`src/rtl/ahb_pkg.sv`:
```
// Shared AHB types and constants for the register-file slave.
// Transfer encodings, response codes, slave FSM states and the ID register address.
package ahb_pkg;

    typedef enum logic [1:0] {
        TRANS_IDLE   = 2'b00,
        TRANS_BUSY   = 2'b01,
        TRANS_NONSEQ = 2'b10,
        TRANS_SEQ    = 2'b11
    } htrans_t;

    localparam logic HRESP_OKAY  = 1'b0;
    localparam logic HRESP_ERROR = 1'b1;

    typedef enum logic [2:0] {
        ST_IDLE,
        ST_WAIT,
        ST_DATA,
        ST_ERR1,
        ST_ERR2
    } slv_state_t;

    localparam logic [3:0] ID_ADDR = 4'hF;

endpackage

```
`src/rtl/ahb_slave_mem.sv`:
```
// Register storage for the AHB slave: writable entries below the top address,
// with the top address read back as a constant ID value.
module ahb_slave_mem #(
    parameter int unsigned          ADDR_W   = 4,
    parameter int unsigned          DATA_W   = 32,
    parameter logic [DATA_W-1:0]    ID_VALUE = 32'hA5B0_0001
) (
    input  logic              i_clk,
    input  logic              i_rst_n,
    input  logic              i_we,
    input  logic [ADDR_W-1:0] i_waddr,
    input  logic [DATA_W-1:0] i_wdata,
    input  logic [ADDR_W-1:0] i_raddr,
    output logic [DATA_W-1:0] o_rdata
);

    localparam int unsigned     DEPTH  = 2 ** ADDR_W;
    localparam logic [ADDR_W-1:0] TOP_ADDR = '1;

    logic [DATA_W-1:0] r_mem [DEPTH-1];
    logic              w_id_rd;

    always_ff @(posedge i_clk) begin
        if (!i_rst_n) begin
            for (int unsigned i = 0; i < DEPTH - 1; i++) begin
                r_mem[i] <= '0;
            end
        end else if (i_we && (i_waddr != TOP_ADDR)) begin
            r_mem[i_waddr] <= i_wdata;
        end
    end

    // The top address has no storage behind it; it always reads as the ID constant.
    assign w_id_rd = (i_raddr == TOP_ADDR);
    assign o_rdata = w_id_rd ? ID_VALUE : r_mem[i_raddr];

endmodule

```
`src/rtl/ahb_slave_regfile.sv`:
```
// AHB slave with a 16-entry register file, programmable wait states and a
// two-cycle ERROR response for writes to the read-only ID register.
module ahb_slave_regfile
    import ahb_pkg::*;
#(
    parameter int unsigned       ADDR_W      = 4,
    parameter int unsigned       DATA_W      = 32,
    parameter int unsigned       WAIT_STATES = 1,
    parameter logic [DATA_W-1:0] ID_VALUE    = 32'hA5B0_0001
) (
    input  logic              HCLK,
    input  logic              HRESETn,
    input  logic              HSEL,
    input  logic [ADDR_W-1:0] HADDR,
    input  logic              HWRITE,
    input  logic [1:0]        HTRANS,
    input  logic [DATA_W-1:0] HWDATA,
    output logic [DATA_W-1:0] HRDATA,
    output logic              HREADY,
    output logic              HRESP
);

    slv_state_t        r_state, w_state_next;
    logic [2:0]        r_cnt, w_cnt_next;
    logic [ADDR_W-1:0] r_addr, w_addr_next;
    logic              r_write, w_write_next;
    logic              r_err, w_err_next;
    logic              w_req;
    logic              w_new_err;
    logic              w_we;
    logic [DATA_W-1:0] w_mem_rdata;
    htrans_t           w_trans;

    assign w_trans   = htrans_t'(HTRANS);
    assign w_req     = HSEL && ((w_trans == TRANS_NONSEQ) || (w_trans == TRANS_SEQ));
    assign w_new_err = HWRITE && (HADDR == ADDR_W'(ID_ADDR));

    always_comb begin
        w_state_next = r_state;
        w_cnt_next   = r_cnt;
        w_addr_next  = r_addr;
        w_write_next = r_write;
        w_err_next   = r_err;
        HREADY       = 1'b1;
        HRESP        = HRESP_OKAY;

        unique case (r_state)
            ST_IDLE, ST_DATA, ST_ERR2: begin
                HREADY       = 1'b1;
                HRESP        = (r_state == ST_ERR2) ? HRESP_ERROR : HRESP_OKAY;
                w_state_next = ST_IDLE;
                // HREADY is high in all three states, so a request here is accepted.
                if (w_req) begin
                    w_addr_next  = HADDR;
                    w_write_next = HWRITE;
                    w_err_next   = w_new_err;
                    if (WAIT_STATES > 0) begin
                        w_state_next = ST_WAIT;
                        w_cnt_next   = 3'(WAIT_STATES - 1);
                    end else begin
                        w_state_next = w_new_err ? ST_ERR1 : ST_DATA;
                    end
                end
            end
            ST_WAIT: begin
                HREADY = 1'b0;
                if (r_cnt != 3'd0) begin
                    w_cnt_next = r_cnt - 3'd1;
                end else begin
                    w_state_next = r_err ? ST_ERR1 : ST_DATA;
                end
            end
            ST_ERR1: begin
                HREADY       = 1'b0;
                HRESP        = HRESP_ERROR;
                w_state_next = ST_ERR2;
            end
            default: begin
                w_state_next = ST_IDLE;
            end
        endcase
    end

    always_ff @(posedge HCLK) begin
        if (!HRESETn) begin
            r_state <= ST_IDLE;
            r_cnt   <= 3'd0;
            r_addr  <= '0;
            r_write <= 1'b0;
            r_err   <= 1'b0;
        end else begin
            r_state <= w_state_next;
            r_cnt   <= w_cnt_next;
            r_addr  <= w_addr_next;
            r_write <= w_write_next;
            r_err   <= w_err_next;
        end
    end

    assign w_we   = (r_state == ST_DATA) && r_write;
    assign HRDATA = ((r_state == ST_DATA) && !r_write) ? w_mem_rdata : '0;

    ahb_slave_mem #(
        .ADDR_W   (ADDR_W),
        .DATA_W   (DATA_W),
        .ID_VALUE (ID_VALUE)
    ) u_mem (
        .i_clk   (HCLK),
        .i_rst_n (HRESETn),
        .i_we    (w_we),
        .i_waddr (r_addr),
        .i_wdata (HWDATA),
        .i_raddr (r_addr),
        .o_rdata (w_mem_rdata)
    );

endmodule
```
`config.mk`:
```
export PLATFORM = sky130hd
export DESIGN_NAME = ahb_slave_regfile
export DESIGN_NICKNAME = d
export VERILOG_FILES = /design/src/rtl/ahb_pkg.sv /design/src/rtl/ahb_slave_mem.sv /design/src/rtl/ahb_slave_regfile.sv
export SDC_FILE = /design/constraint.sdc
export NUM_CORES = 1
export LEC_CHECK = 0
export ABC_AREA = 1
export BUFFER_PORTS_ARGS = -buffer_cell sky130_fd_sc_hd__buf_2
export CORE_ASPECT_RATIO = 0.6
export CORE_MARGIN = 2
export CORE_UTILIZATION = 66
export DETAILED_ROUTE_END_ITERATION = 7
export PLACE_DENSITY = 0.84
export SYNTH_ARGS = -nofsm -noshare
export SYNTH_HDL_FRONTEND = slang
export SYNTH_HIERARCHICAL = 1
export SYNTH_SLANG_ARGS = --single-unit
```
`constraint.sdc`:
```
create_clock -name HCLK -period 4.4 [get_ports HCLK]
set_clock_uncertainty 0.1 [all_clocks]
set_input_delay 0 -clock HCLK [delete_from_list [all_inputs] [get_ports HCLK]]
set_output_delay 0 -clock HCLK [all_outputs]
set_load 0.05 [all_outputs]
```
==> results of run 1 <==
[report_power, final]
part           internal [mW]  switching, mW  total, mW
sequential              5.55         0.0781       5.63
clock                   2.19           1.76       3.95
combinational          0.273          0.730       1.00
total                   8.01           2.57       10.6
[per-layer routing]
metal  wire [µm]  vias to the layer above  global-route usage (%)
li1            -                     8756                       -
met1       23900                     8953                    46.4
met2       30700                     1431                    54.5
met3        8910                      226                    6.47
met4        2480                        0                    13.6
met5           0                        -                       0
[cells in the mapped netlist (2+ instances only)]
cell type	instances
inv_1	359
nand3_2	3
nand2_1	746
edfxtp_1	504
a21oi_1	28
buf_4	18
buf_1	9
o21ai_0	61
inv_2	3
o211ai_1	16
nor2_1	604
nand3_1	217
ha_1	2
buf_2	87
dfxtp_1	12
clkbuf_1	69
o22ai_1	8
[repair_timing]
item | CTS | global route
hold buffers | 51 | 0
resized for setup | 0 | 0
endpoints found under the hold margin | 494 | 0
[flip-flops by register name (all words and copies together), names as in the netlist]
signal	cells
r_state	3
r_addr	4
r_write	1
r_err	1
u_mem/r_mem	504
r_cnt	3
[worst max-delay path by stage]
| stage | from | end | cells after the start |
|---|---|---|---|
| after floorplan | r_state[1] | u_mem/r_mem[1][0] | 9 |
| after global placement | r_addr[1] | HRDATA[10] | 12 |
| after detailed placement | r_addr[1] | HRDATA[10] | 12 |
| after CTS | r_addr[1] | HRDATA[10] | 12 |
| after global routing | r_addr[1] | HRDATA[10] | 12 |
| final | r_addr[1] | HRDATA[10] | 12 |
[worst max-delay path, cell delays in order (launching register included)]
cell and delay (ns):
dfxtp_4 0.52, clkinv_2 0.16, buf_4 0.56, buf_4 0.68
nand3_1 0.14, nand2_1 0.11, nand2_1 0.06, nand2_1 0.17
inv_1 0.05, a21oi_1 0.26, inv_1 0.08, nor2_1 0.11
buf_2 0.27
[final cells by class]
cell class	count	area share (%)
Sequential cell	516	56.8
Timing Repair Buffer	181	4.95
Clock buffer	60	4.53
Multi-Input combinational cell	1714	25.7
Inverter	362	5.04
Clock inverter	21	0.712
Tap cell	476	2.20
[per-stage QoR]
step | instances | power (mW) | hold WS, ns | util [%] | instance area, µm²
6_report | 3330 | 10.6 | 0.0571 | 74.3 | 27100
5_1_grt | 3330 | 10.9 | 0.0675 | 74.3 | 27100
3_5_place_dp | 3198 | 6.65 | 0.0924 | 69.0 | 25100
4_1_cts | 3330 | 10.6 | 0.0324 | 74.3 | 27100
2_1_floorplan | 2776 | 6.36 | -0.00113 | - | 24600
3_3_place_gp | 3198 | 6.62 | 0.0911 | 69.0 | 25100
[logic make-up after synthesis]
group           share of synthesized area [%]
buf+inv                                  9.12
simple gates                             25.4
other cells                            0.0153
fa+ha+maj                               0.102
compound gates                           2.52
flops                                    62.8
==> metrics.txt, run 1 <==
status complete, no violations; register area 15400 µm²; Post-synth EDFFs 504; CP Data Required Time 4.30 ns; Slew HR 29.3%; DRT Pass-1 Iters 6; FF-to-FF setup slack 1.14 ns; IO Pins 76; Core ar. 36400 µm²; number of nets in the layout 2864; grt ovf 0; Seq/Total Area, Yosys 62.8%; Setup Buffers After CTS 0; layout cells sized above 1 6.94%; Antenna Cells 0; WHS Endpoint u_mem/r_mem[15][5]; CTS tree done; RR Endpoint u_mem/r_mem[5][25]; die footprint 38700 µm²; Arr. time, crit path 3.82 ns; hold depth 2; die width 253 µm; H-tree depth 2; setup TNS 0 ns; post-synthesis cell type count 24; # rows 54; Async S/R FF share, synth 0%; Vias 19400; antenna violations before repair 0; most common cell after layout, fill and taps aside nand2_1; synthesized cell area 24500 µm²; fin crit share 89.1%; area of the multi-input gates 6960 µm²; fin. max-slew vios 0; critical path class reg2out; post-route ant nets 0; Max-Cap Viols 0; first-pass GRT wire length 100000 µm; DRC 0; 1st-iter DRT viols 2977; top-area cell type share of the netlist area 61.8%; synthesis-to-layout area growth 10.6%; Synth area leader edfxtp_1; latest clock arrival within the worst-skew pair 0.57 ns; Setup crit end kind output port; Hold Crit Class in2reg; post-synthesis cell count 2753; pin count of the biggest net entering global routing 155; # fillers 2406; P_leak 12.2 nW; gpl congestion 0.862; hold path startpoint HWDATA[5]; initial core utilization 67.2%; Yosys reg bits 516; aggregate global-route resource usage 34.0%; Worst IR Drop VDD 0.339 mV; dpl ws 1.25 ns; power density over cell area 391 nW/µm²; clock sinks 516; FF-to-FF Start r_state[1]; top post-synthesis cells by area edfxtp_1, nand2_1, nor2_1, inv_1, nand3_1; final HPWL from detailed placement 36700 µm; final worst slack 0.477 ns; root buffer cell clkbuf_16; fin crit period 3.92 ns; clock tree buffer depth 3; Die Ht 153 µm; Syn Area/Cell 8.89 µm²; Synth Flop Type edfxtp_1; Final Hold Fails 0; post-DR vias/cell 5.82; clk slew on worst S/H paths 0.06 ns; count of input and output buffers 74; Slew @ Worst Pin 1.06 ns; CTS buffer count 45; worst r2r path cells 9; Critical Path Fanout Max 58; Setup violations, final 0; DR WL/cell 19.8 µm; Worst setup SP type register; most frequent cells in the layout nand2_1, nor2_1, edfxtp_1, inv_1, nand3_1; Detailed Route WL 66000 µm; vias in the first global route 18600; fmax 0.255 GHz; yosys warns 6; RSZ-0062 raised after global routing false
Note: power is estimated with default switching activity, not from simulation.
==> inputs of run 2 (changes only) <==
Settings changed: GPL_TIMING_DRIVEN set to 0.
Clock period 4.4 ns to 4.8 ns, I/O delays scaled along.
==> metrics.txt, run 2 (synthesis results as in run 1) <==
root buffer cell clkbuf_16; status finished, violations left; synthesis-to-layout area growth 12.5%; grt ovf 0 (unchanged); CTS buffer count 46 (+2.2%); die width 253 µm (unchanged); Vias 20700 (+6.8%); max reg flops 504 (unchanged); Layout Cells excl Fill 3464 (+4.0%); Worst setup SP type register; initial core utilization 67.2% (unchanged); register area 15400 µm² (about the same); FF-to-FF Start r_state[1]; gpl congestion 0.945 (+9.6%); Die Ht 153 µm (unchanged); Setup Buffers After CTS 0 (unchanged); Slew @ Worst Pin 1.04 ns (-0.0163 ns); Detailed Route WL 73300 µm (+11%); Slowest-stage cell, CP dfxtp_1; # fillers 2427 (+0.87%); GR Util met3 10.7% (+4.3 points); failing checks DRC; # rows 54 (unchanged); post-DR vias/cell 5.97 (+2.6%); global routing usage on met1 52.1% (+5.7 points); clock tree buffer depth 3 (unchanged); number of nets in the layout 2993 (+4.5%); Worst IR Drop VDD 0.325 mV (-4.1%); Core ar. 36400 µm² (unchanged); fin crit period 3.68 ns; P_leak 12.5 nW (+1.8%); CTS resizes 0 (unchanged); final HPWL from detailed placement 50600 µm (+38%); count of input and output buffers 73 (-1.4%); vias in the first global route 19800 (+6.6%); IO Pins 76 (unchanged); cts hold-fix bufs 51 (unchanged); Crit. Startpoint r_addr[2]; 1st-iter DRT viols 3520 (+18%); DR WL/cell 21.2 µm (+6.7%); critical path class reg2out; fmax 0.272 GHz; biggest regs u_mem/r_mem x504, r_addr x4; Hold Crit Class in2reg; Slew HR 30.2% (+0.84 points); CP Buf/Inv Count 6 (unchanged); fin. max-slew vios 0 (unchanged); die footprint 38700 µm² (unchanged); CP delay by family, top buffers and inverters; register bank with the most flops u_mem/r_mem; clock sinks 516 (unchanged); Critical Path Fanout Max 10 (-83%); H-tree depth 2 (unchanged); worst hold margin 0.0517 ns (-0.00538 ns); Arr. time, crit path 3.58 ns (-0.24 ns); most common cell after layout, fill and taps aside nand2_1; FF-to-FF setup slack 1.28 ns (+0.14 ns); Setup crit end kind output port; Setup violations, final 0 (unchanged); worst r2r path cells 9 (unchanged); antenna violations before repair 3 (+3); gr busiest metal met2; RSZ-0062 raised after global routing false; first-pass GRT wire length 110000 µm (+9.4%); aggregate global-route resource usage 38.1% (+4.0 points); power density over cell area 353 nW/µm² (-9.7%); layout cells sized above 1 9.21% (+2.3 points); most frequent cells in the layout nand2_1, nor2_1, edfxtp_1, inv_1, nand3_1; Final Hold Fails 0 (unchanged); CP endpoint HRDATA[11]; CTS tree done; post-route ant nets 0 (unchanged); area of the multi-input gates 6990 µm² (+0.38%); Final Util 75.6% (+1.3 points); pin count of the biggest net entering global routing 33 (-79%); placed cell count 3326 (+4.0%); total power 9.72 mW (-8.1%); delay of the slowest critical-path stage 0.53 ns (-0.15 ns); fin crit share 76.6%; WP depth 11 (-1); Max-Cap Viols 0 (unchanged); CP Data Required Time 4.70 ns (+0.40 ns); DRC 2 (+2); setup TNS 0 ns (unchanged); RR Endpoint u_mem/r_mem[13][4]; DRT Pass-1 Iters 8 (+2); met2 GRT Util 58.7% (+4.2 points); latest clock arrival within the worst-skew pair 0.56 ns (about the same); clk slew on worst S/H paths 0.06 ns (about the same); CP Cell Sequence buf_2, nand2_1, inv_1, buf_1, nand2_1, nand2_1, inv_1, a21oi_1, inv_1, nor2_1, buf_2
[run 2: changes by cell type in the layout (fill, tap and decap cells not counted), moves of 3 or more]
| cell | delta |
|---|---|
| buf_1 | +9 |
| buf_12 | -3 |
| buf_2 | +86 |
| buf_4 | -35 |
| bufinv_16 | -3 |
| clkbuf_1 | +61 |
| clkinv_1 | -4 |
| clkinv_2 | +15 |
| clkinvlp_4 | +3 |
| dfxtp_1 | +3 |
| nand2_1 | -14 |
| nand2_2 | +14 |
[run 2: worst min path at each step]
stage | from | end | cells after the start
4_1_cts | HWDATA[17] | u_mem/r_mem[15][17] | 2
2_1_floorplan | HWDATA[10] | u_mem/r_mem[15][10] | 0
6_report | HWDATA[8] | u_mem/r_mem[15][8] | 2
5_1_grt | HWDATA[8] | u_mem/r_mem[15][8] | 2
3_3_place_gp | HWDATA[27] | u_mem/r_mem[15][27] | 1
3_5_place_dp | HWDATA[27] | u_mem/r_mem[15][27] | 1
[run 2: final cells by class]
class,instances,area share [%]
Clock inverter,32,0.659
Multi-Input combinational cell,1714,25.4
Sequential cell,516,55.9
Tap cell,476,2.16
Clock buffer,54,4.52
Antenna cell,1,0.00909
Buffer,184,3.18
Inverter,362,4.94
Timing Repair Buffer,125,3.28
[run 2: through the flow]
stage          setup slack, ns  area (µm²)
3_3_place_gp              1.25       25500
4_1_cts                   1.12       27500
2_1_floorplan             2.20       24600
3_5_place_dp              1.13       25600
5_1_grt                   1.07       27500
6_report                  1.12       27500
[run 2: power by group]
| part | switching, mW | internal (mW) | total (mW) |
|---|---|---|---|
| clock network | 1.65 | 1.91 | 3.56 |
| registers | 0.0527 | 5.09 | 5.15 |
| logic | 0.748 | 0.263 | 1.01 |
[run 2: metal layers]
metal	wire [µm]	part of all wire [%]
met1	25900	35
met2	32300	44
met3	12100	17
met4	2870	3.9
met5	47	0.064
